[src/rtl/rsa_pkg.sv]
// rsa_pkg: shared widths, packer FSM encoding and constants
// for the RSA plaintext packer and key sizer.
package rsa_pkg;

  localparam int KEY_W = 32;
  localparam int CNT_W = 5;

  localparam logic [7:0] NUL = 8'h00;

  typedef enum logic [2:0] {
    IDLE,
    SIZING,
    WAIT,
    SHIFT,
    EMIT,
    FLUSH,
    DONE
  } pk_state_t;

endpackage

[src/rtl/key_sizer.sv]
// key_sizer: measures the bit length of a key, one bit per clock,
// pulsing o_done when the shifted copy reaches zero.
module key_sizer #(
  parameter int KEY_W = rsa_pkg::KEY_W,
  parameter int CNT_W = rsa_pkg::CNT_W
) (
  input  logic             clk,
  input  logic             rst,
  input  logic             i_start,
  input  logic [KEY_W-1:0] i_n_key,
  output logic [CNT_W:0]   o_n_len,
  output logic             o_done
);

  localparam logic [CNT_W:0] LEN_ONE = 1;

  logic [KEY_W-1:0] r_buf;
  logic [CNT_W:0]   r_len;
  logic             r_active;

  always_ff @(posedge clk) begin
    if (rst) begin
      r_buf    <= '0;
      r_len    <= '0;
      r_active <= 1'b0;
    end else if (i_start) begin
      r_buf    <= i_n_key;
      r_len    <= '0;
      r_active <= 1'b1;
    end else if (r_active) begin
      if (r_buf != '0) begin
        r_buf <= r_buf >> 1;
        r_len <= r_len + LEN_ONE;
      end else begin
        r_active <= 1'b0;
      end
    end
  end

  assign o_n_len = r_len;
  assign o_done  = r_active && (r_buf == '0);

endmodule

[src/rtl/plain_packer.sv]
// plain_packer: packs received bytes LSB-first into (n_len-1)-bit words.
// Optional PLAIN_PACKER_OVERRUN_EN keeps the held byte and flags overrun.
module plain_packer #(
  parameter int KEY_W = rsa_pkg::KEY_W,
  parameter int CNT_W = rsa_pkg::CNT_W
) (
  input  logic             clk,
  input  logic             rst,
  input  logic             start,
  input  logic [KEY_W-1:0] n_key,
  input  logic             rx_done_tick,
  input  logic [7:0]       rx_data,
  input  logic             fme_ready,
  output logic             word_valid,
  output logic [KEY_W-1:0] word_out,
  output logic             last_word_tick,
  output logic             busy,
  output logic             key_err,
  output logic             done_tick
`ifdef PLAIN_PACKER_OVERRUN_EN
  ,
  output logic             overrun
`endif
);

  import rsa_pkg::*;

  localparam logic [CNT_W:0]   LEN_MIN = 3;
  localparam logic [CNT_W-1:0] CNT_ONE = 1;

  pk_state_t r_state;
  pk_state_t w_next;

  logic [CNT_W:0]   w_n_len;
  logic             w_size_done;
  logic             w_key_bad;
  logic             w_start;
  logic [CNT_W-1:0] r_k;
  logic [CNT_W-1:0] r_pc;
  logic [CNT_W-1:0] w_pc_nxt;
  logic [3:0]       r_bit;
  logic [7:0]       r_byte;
  logic [7:0]       r_hold;
  logic             r_hold_full;
  logic             r_last;
  logic [KEY_W-1:0] r_pack;
  logic             w_word_full;
  logic             w_byte_end;
  logic             w_nul;
  logic             w_fire;
  logic             w_cap;

  assign w_start     = start && (r_state == IDLE);
  assign w_key_bad   = w_n_len < LEN_MIN;
  assign w_pc_nxt    = r_pc + CNT_ONE;
  assign w_word_full = w_pc_nxt == r_k;
  assign w_byte_end  = r_bit == 4'd7;
  assign w_nul       = r_byte == NUL;
  assign w_fire      = (r_state == EMIT) && fme_ready && !rst;
  assign w_cap       = rx_done_tick &&
                       ((r_state == SHIFT) || (r_state == EMIT) ||
                        ((r_state == WAIT) && r_hold_full));

  key_sizer #(
    .KEY_W(KEY_W),
    .CNT_W(CNT_W)
  ) u_sizer (
    .clk    (clk),
    .rst    (rst),
    .i_start(w_start),
    .i_n_key(n_key),
    .o_n_len(w_n_len),
    .o_done (w_size_done)
  );

  always_ff @(posedge clk) begin
    if (rst) r_state <= IDLE;
    else     r_state <= w_next;
  end

  always_comb begin
    w_next = r_state;
    unique case (r_state)
      IDLE:   if (start) w_next = SIZING;
      SIZING: if (w_size_done) w_next = w_key_bad ? IDLE : WAIT;
      WAIT:   if (r_hold_full || rx_done_tick) w_next = SHIFT;
      SHIFT: begin
        if (w_word_full)     w_next = EMIT;
        else if (w_byte_end) w_next = w_nul ? FLUSH : WAIT;
      end
      EMIT: begin
        if (fme_ready) begin
          if (r_last)      w_next = DONE;
          else if (!r_bit[3]) w_next = SHIFT;
          else             w_next = WAIT;
        end
      end
      FLUSH:   w_next = (r_pc != '0) ? EMIT : DONE;
      DONE:    w_next = IDLE;
      default: w_next = IDLE;
    endcase
  end

`ifdef PLAIN_PACKER_OVERRUN_EN
  logic r_overrun;
  assign overrun = r_overrun;
`endif

  always_ff @(posedge clk) begin
    if (rst) begin
      r_k         <= '0;
      r_pc        <= '0;
      r_bit       <= '0;
      r_byte      <= '0;
      r_hold      <= '0;
      r_hold_full <= 1'b0;
      r_last      <= 1'b0;
      r_pack      <= '0;
`ifdef PLAIN_PACKER_OVERRUN_EN
      r_overrun   <= 1'b0;
`endif
    end else begin
      case (r_state)
        SIZING: begin
          if (w_size_done && !w_key_bad) begin
            r_k         <= w_n_len[CNT_W-1:0] - CNT_ONE;
            r_pc        <= '0;
            r_bit       <= '0;
            r_byte      <= '0;
            r_hold      <= '0;
            r_hold_full <= 1'b0;
            r_last      <= 1'b0;
            r_pack      <= '0;
          end
        end
        WAIT: begin
          if (r_hold_full) begin
            r_byte      <= r_hold;
            r_bit       <= '0;
            r_hold_full <= 1'b0;
          end else if (rx_done_tick) begin
            r_byte <= rx_data;
            r_bit  <= '0;
          end
        end
        SHIFT: begin
          r_pack[r_pc] <= r_byte[r_bit[2:0]];
          r_pc         <= w_pc_nxt;
          r_bit        <= r_bit + 4'd1;
          // NUL finishing exactly on a word boundary makes that word last
          if (w_word_full) r_last <= w_byte_end && w_nul;
        end
        EMIT: begin
          if (fme_ready) begin
            r_pack <= '0;
            r_pc   <= '0;
          end
        end
        FLUSH:   if (r_pc != '0) r_last <= 1'b1;
        DONE:    r_last <= 1'b0;
        default: ;
      endcase
`ifdef PLAIN_PACKER_OVERRUN_EN
      if (w_cap) begin
        if (r_hold_full && (r_state != WAIT)) begin
          r_overrun <= 1'b1;
        end else begin
          r_hold      <= rx_data;
          r_hold_full <= 1'b1;
        end
      end
      if (w_start) r_overrun <= 1'b0;
`else
      if (w_cap) begin
        r_hold      <= rx_data;
        r_hold_full <= 1'b1;
      end
`endif
    end
  end

  always_comb begin
    busy           = r_state != IDLE;
    word_valid     = w_fire;
    last_word_tick = w_fire && r_last;
    key_err        = (r_state == SIZING) && w_size_done && w_key_bad && !rst;
    done_tick      = (r_state == DONE) && !rst;
  end

  assign word_out = r_pack;

endmodule

[config.mk]
export PLATFORM = sky130hd
export DESIGN_NAME = plain_packer
export DESIGN_NICKNAME = d
export VERILOG_FILES = /design/src/rtl/rsa_pkg.sv /design/src/rtl/key_sizer.sv /design/src/rtl/plain_packer.sv
export SDC_FILE = /design/constraint.sdc
export NUM_CORES = 1
export LEC_CHECK = 0
export CORE_ASPECT_RATIO = 1.25
export CORE_MARGIN = 10
export CORE_UTILIZATION = 40
export DETAILED_ROUTE_END_ITERATION = 6
export GPL_ROUTABILITY_DRIVEN = 0
export PLACE_DENSITY = 0.68
export SLEW_MARGIN = 20
export SYNTH_ARGS = -nofsm -noshare
export SYNTH_HDL_FRONTEND = slang
export SYNTH_SLANG_ARGS = --single-unit
export TNS_END_PERCENT = 50
[constraint.sdc]
create_clock -name clk -period 2.3 [get_ports clk]
set_input_delay 0.46 -clock clk [delete_from_list [all_inputs] [get_ports clk]]
set_output_delay 0.46 -clock clk [all_outputs]
set_load 0.03 [all_outputs]
# Word-level counts from Yosys, hierarchy flattened
# Index checks and enable logic that the tools add are counted.
dict set report classes {
  add_sub_neg 4
  n_lt_le_gt_ge 4
  eq_ne 18
  mux 45
  n_reduce_logical 45
}
# cell n
set ops {}
lappend ops {{32-bit two-way mux} 5}
lappend ops {{32-bit case mux with 3 select lines} 1}
lappend ops {{8-bit two-way mux} 5}
lappend ops {{32-bit bitwise mux} 1}
lappend ops {{32-bit logical NOT} 1}
lappend ops {{32-bit nonzero test} 1}
lappend ops {{3-bit two-way mux} 8}
lappend ops {{3-bit case mux with 6 select lines} 1}
lappend ops {{8-bit case mux with 2 select lines} 1}
lappend ops {{5-bit case mux with 3 select lines} 1}
lappend ops {{1-bit logical AND} 14}
lappend ops {{4-bit two-way mux} 3}
lappend ops {{2-bit != test (second input constant)} 6}
lappend ops {{4-bit case mux with 3 select lines} 1}
lappend ops {{3-bit nonzero test} 4}
lappend ops {{1-bit two-way mux} 10}
lappend ops {{5-bit two-way mux} 2}
lappend ops {{2-bit AND reduction} 5}
lappend ops {{2-bit nonzero test} 5}
lappend ops {{3-bit equality test (second input constant)} 3}
lappend ops {{3-bit != test (second input constant)} 3}
lappend ops {{3-bit AND reduction} 3}
lappend ops {{8-bit logical NOT} 1}
lappend ops {{6-bit by 1-bit adder with 6-bit output (second input constant)} 1}
lappend ops {{25 further kinds} 30}
dict set report word_totals {
  ff_bits 106
  in_bits 45
  output_inout_bits 37
  wordCells 128
}

# Longest topological paths before layout
dict set report logic_depth {
  depth_word 6
  mapped_depth 9
  mapped_depth_nobuf 8
}

# By module
# From an unflattened synthesis, not the netlist that was laid out.
dict set report hier_totals {
  hier_cells 645
  area_unflattened_um2 5622.9
}
# mod n_inst cells_each area_each_um2
set by_module_without_submodules {}
lappend by_module_without_submodules {plain_packer 1 414 3545.9}
lappend by_module_without_submodules {key_sizer 1 231 2077.0}

# Worst setup path after synthesis
# Ideal clock, no wire load.
dict set report synth_path {
  kind {register -> output}
  startpoint {register u_sizer.r_len[0], in the netlist u_sizer.o_n_len[0]}
  endpoint {output port key_err}
  t_arrival_ps 2061
  path_slack_ps -221
  path_stages_with_launch 4
  n_path_buf 0
  path_cell_list {dfxtp_1 > ha_1 > or4_4 > nor4_1}
}
dict set report synth_between {
  elab_chain_cells 3
}
# item line_no
set synth_rtl {}
lappend synth_rtl {{from (decl)} key_sizer.sv:18} ;# logic [CNT_W:0] r_len;
lappend synth_rtl {{from (signal assigned)} key_sizer.sv:33} ;# r_len <= r_len + LEN_ONE;
lappend synth_rtl {{6-bit by 2-bit < comparator with 1-bit output} plain_packer.sv:54} ;# assign w_key_bad = w_n_len < LEN_MIN;
lappend synth_rtl {{1-bit logical AND (2 in series)} plain_packer.sv:186} ;# key_err = (r_state == SIZING) && w_size_done && w_key_bad && !rst;
lappend synth_rtl {{to (decl)} plain_packer.sv:18} ;# output logic key_err,
# No other way between the ends.

# Final worst setup path
dict set report layout_path {
  startpoint {register u_sizer.r_buf[27]}
  endpoint {output port key_err}
}
dict set report layout_between {
  elab_chain_cells 5
}
# item line_no
set layout_rtl {}
lappend layout_rtl {{from (decl)} key_sizer.sv:17} ;# logic [KEY_W-1:0] r_buf;
lappend layout_rtl {{from (signal assigned)} key_sizer.sv:27} ;# r_buf <= i_n_key;
lappend layout_rtl {{from (signal assigned)} key_sizer.sv:32} ;# r_buf <= r_buf >> 1;
lappend layout_rtl {{32-bit logical NOT} key_sizer.sv:41} ;# assign o_done = r_active && (r_buf == '0);
lappend layout_rtl {{1-bit logical AND} key_sizer.sv:41}
lappend layout_rtl {{1-bit logical AND (3 in series)} plain_packer.sv:186}
# No other way between the ends.

==> results by group <==
Placement
  • Pre-CTS WS: -0.1391 ns
  • Dpl hpwl: 10.12 mm
  • # port buffers: 81
  • Placed Area: 0.006108 mm2

Synthesis
  • Syn_area_per_cell: 8.450 um2
  • Seq cells post-synth: 106
  • EDFF count, synth: 0
  • Cell Area, Synth: 0.005002 mm2
  • Yosys cell types: 54
  • Prevailing post-synth register cell: dfxtp_1
  • Syn Nets: 644
  • Area leader, netlist: dfxtp_1
  • Yosys top cell area share: 42.42%
  • Sequential share of the synthesized area: 42.42%
  • Synth Warn #: 0
  • Cells after Synth: 592
  • Largest cells by area after synthesis: dfxtp_1 42%, nand2_1 7.4%, a311oi_1 5.8%
  • Fraction of registers with async set/reset: 0%

Route
  • Vias post-DR: 4747
  • Routed WL: 13.74 mm
  • Via/cell ratio: 5.565
  • DR DRC count: 0
  • Post-route ant nets: 0
  • Detailed router's first-iteration violation count: 260
  • Drt pass-1 iters: 4
  • WL per Instance: 16.11 um

Floorplanning
  • I/O pin cnt: 82
  • Initial Util: 40.94%
  • Die W: 120.0 um
  • Row cnt: 45
  • Core box area: 0.01222 mm2
  • Die height: 145.0 um
  • DIE AREA: 0.01741 mm2

Power
  • Sw Share: 35.58%
  • Switching power: 1.988 mW
  • PwrDens: 833.7 mW/mm2
  • Pint: 3.599 mW
  • Static leakage: 2.311 nW
  • VDD IR-drop max: 0.4214 mV
  • Clock power share: 26.6%
  • Seq pwr share: 42.8%
  • Comb pwr share: 30.6%

STA
  • Pins Over Slew Limit: 0
  • Setup WS post-layout: -0.05804 ns
  • Period Utilization, post-route: 102.5%
  • Clock Skew: 0.009969 ns
  • Crit path time final: 2.358 ns
  • Final Hold Violating Endpoints: 0
  • Worst slew pin tran: 0.6230 ns
  • Fmax: 424.1 MHz
  • Max_slew headroom: 57.93%
  • RSZ-0062 raised after global routing: yes
  • Final Setup Violations: 1

Worst setup path
  • Worst path bufs/invs: 2
  • Slowest stage delay, CP: 0.36 ns
  • Chain of cells forming the critical path: nor4_4 > and4_4 > nand3_4 > nor4_4 > buf_4 > buf_12
  • Critical path class: flop to output pin
  • CP most frequent cell: nor4_4
  • Startpoint types: flop
  • Kind of end point of the critical path: output pin
  • Req. time, crit path: 1.84 ns
  • Crit path DAT: 1.90 ns
  • Slowest CP cell: dfxtp_4
  • Delay-heaviest family, CP: simple AND/OR/NAND/NOR gates
  • Crit Path Max Fanout: 2

Clock network
  • Clock Latency Late Sink: 0.36 ns
  • Root buffer cell: clkbuf_16
  • CTS Hold Bufs: 0
  • Clk pin slew, worst setup/hold paths: 0.07 ns
  • CTS tree: yes
  • Clock Tree Buf Depth: 2
  • Num CTS Buffers: 9
  • Clk sinks: 106
  • CTS HTree Levels: 3

Global route
  • Grt peak-use layer: met2
  • Largest net degree at the start of global routing: 66
  • Initial antenna violation count: 0
  • Grt met3 use: 4.109%
  • Vias in the first global route: 4729
  • First-pass GRT wire length: 22.69 mm
  • Met2 Track Usage GR: 26.54%
  • GR Layer Usage met1: 17.62%
  • Overflow left after global routing: 0
  • GRT Util Overall: 15.23%

Finish
  • ANT cells: 0
  • Most common cell after layout, fill and taps aside: dfxtp_1
  • Fin area: 0.006701 mm2
  • Most frequent cells in the layout: 97 x dfxtp_1, 96 x nand2_1, 76 x clkdlybuf4s50_1, 56 x nor2_1, 45 x buf_4
  • Area of the multi-input gates: 0.002843 mm2
  • Fillers: 1119
  • Area growth syn-to-layout: 33.97%
  • NumNets Final: 736
  • Sequential Area: 0.002136 mm2
  • Layout cells sized above 1: 16.55%

Flow run
  • MaxCap Viol Count: 0

Status
  • Failing checks: negative setup slack
  • Outcome: complete, but fails checks

Hold path
  • Hold Path Class: input pin to flop
-- kinds of logic (layout without fill, tap and decap cells) --
kind of cell | Yosys count | count (layout) | share of synthesized area (%)
XOR/XNOR | 15 | 15 | 2.626
AO/OA/AOI/OAI | 158 | 159 | 22.51
flip-flops | 106 | 106 | 42.42
AND/OR/NAND/NOR | 231 | 231 | 21.16
multiplexers | 18 | 18 | 4.152
adder cells (fa/ha/maj) | 7 | 7 | 1.751
buffers and inverters | 57 | 153 | 5.378
-- layer usage --
metal | vias up | share of wire, % | wire (um)
li1 | 2354 | - | -
met1 | 2286 | 43 | 5908
met2 | 94 | 51 | 7057
met3 | 13 | 4.5 | 613
met4 | 0 | 1.2 | 158
met5 | - | 0 | 0
-- path summary, 6_finish.rpt --
kind                                        from                 endpoint  slack, ns  depth (start not counted)
hold reg to reg              r_k[0]$_SDFFE_PP0P_      r_k[0]$_SDFFE_PP0P_       0.47                          2
hold / removal                               rst  r_state[2]$_SDFFE_PP0P_       0.42                          2
setup / recovery  u_sizer.r_buf[27]$_SDFFE_PP0P_                  key_err      -0.06                          6
setup reg to reg  u_sizer.r_buf[27]$_SDFFE_PP0P_   r_byte[5]$_SDFFE_PP0P_       0.07                          7
-- what timing repair did --
action / 4_1_cts / 5_1_grt
resized for setup: 16 / 32
endpoints found under the setup margin: 49 / 48
pin swaps: 9 / 14
cloned: 0 / 1
buffers inserted: 7 / 3
-- cell type report --
cell class / instances / share of cell area (%)
sequential: 106 / 31.87
timing repair buffer: 127 / 17.83
multi-input combinational: 430 / 42.42
clock buffer: 9 / 3.361
tap: 164 / 3.062
inverter: 10 / 0.5601
clock inverter: 7 / 0.8962
-- synthesized netlist by cell type, drive strengths merged (2+ instances only) --
library cell  instances
nor4                 12
or2                   2
nand2b                2
mux4                  2
nor2b                 4
nand3                18
buf                  14
o211ai                2
o21a                  2
xor2                  7
and3                  6
and4                  3
nand2                98
o41ai                 3
and2                  4
o311ai                2
mux2i                14
a211oi               36
a311oi               33
clkbuf               33
o31ai                 2
nor2                 57
mux2                  2
nor3                  8
nand4                 5
ha                    7
a21oi                24
inv                  10
xnor2                 8
a31oi                32
o21ai                14
or3                   4
nor3b                 5
dfxtp               106
a21boi                2
-- per-stage QoR --
step                      setup TNS [ns]  hold slack, ns  cells  power, mW  utilization, %
after floorplan                        0          0.4418    592      3.322               -
after global placement          -0.03890          0.4548    826      3.775           49.99
after detailed placement          -1.968          0.4599    826      3.828           49.99
after CTS                        -0.1286          0.4002    849      5.432           53.41
after global routing             -0.4238          0.4195    853      5.914           54.85
final                           -0.05804          0.4212    853      5.587           54.85
-- registers in the layout, indices dropped and copies added, names as in the netlist --
name and cells:
r_byte 8, r_k 5, word_out 32, r_hold_full 1, r_last 1, r_state 3, u_sizer.r_active 1, u_sizer.o_n_len 6
u_sizer.r_buf 32, r_pc 5, r_hold 8, r_bit 4
-- power groups by stage --
stage / combinational [mW] / clock [mW] / sequential, mW
6_report: 1.71 / 1.48 / 2.39
5_1_grt: 1.89 / 1.60 / 2.42
4_1_cts: 1.59 / 1.52 / 2.33
3_5_place_dp: 1.50 / 0 / 2.33
3_3_place_gp: 1.45 / 0 / 2.32
2_1_floorplan: 1.07 / 0 / 2.25
(Power assumes the default switching activity.)
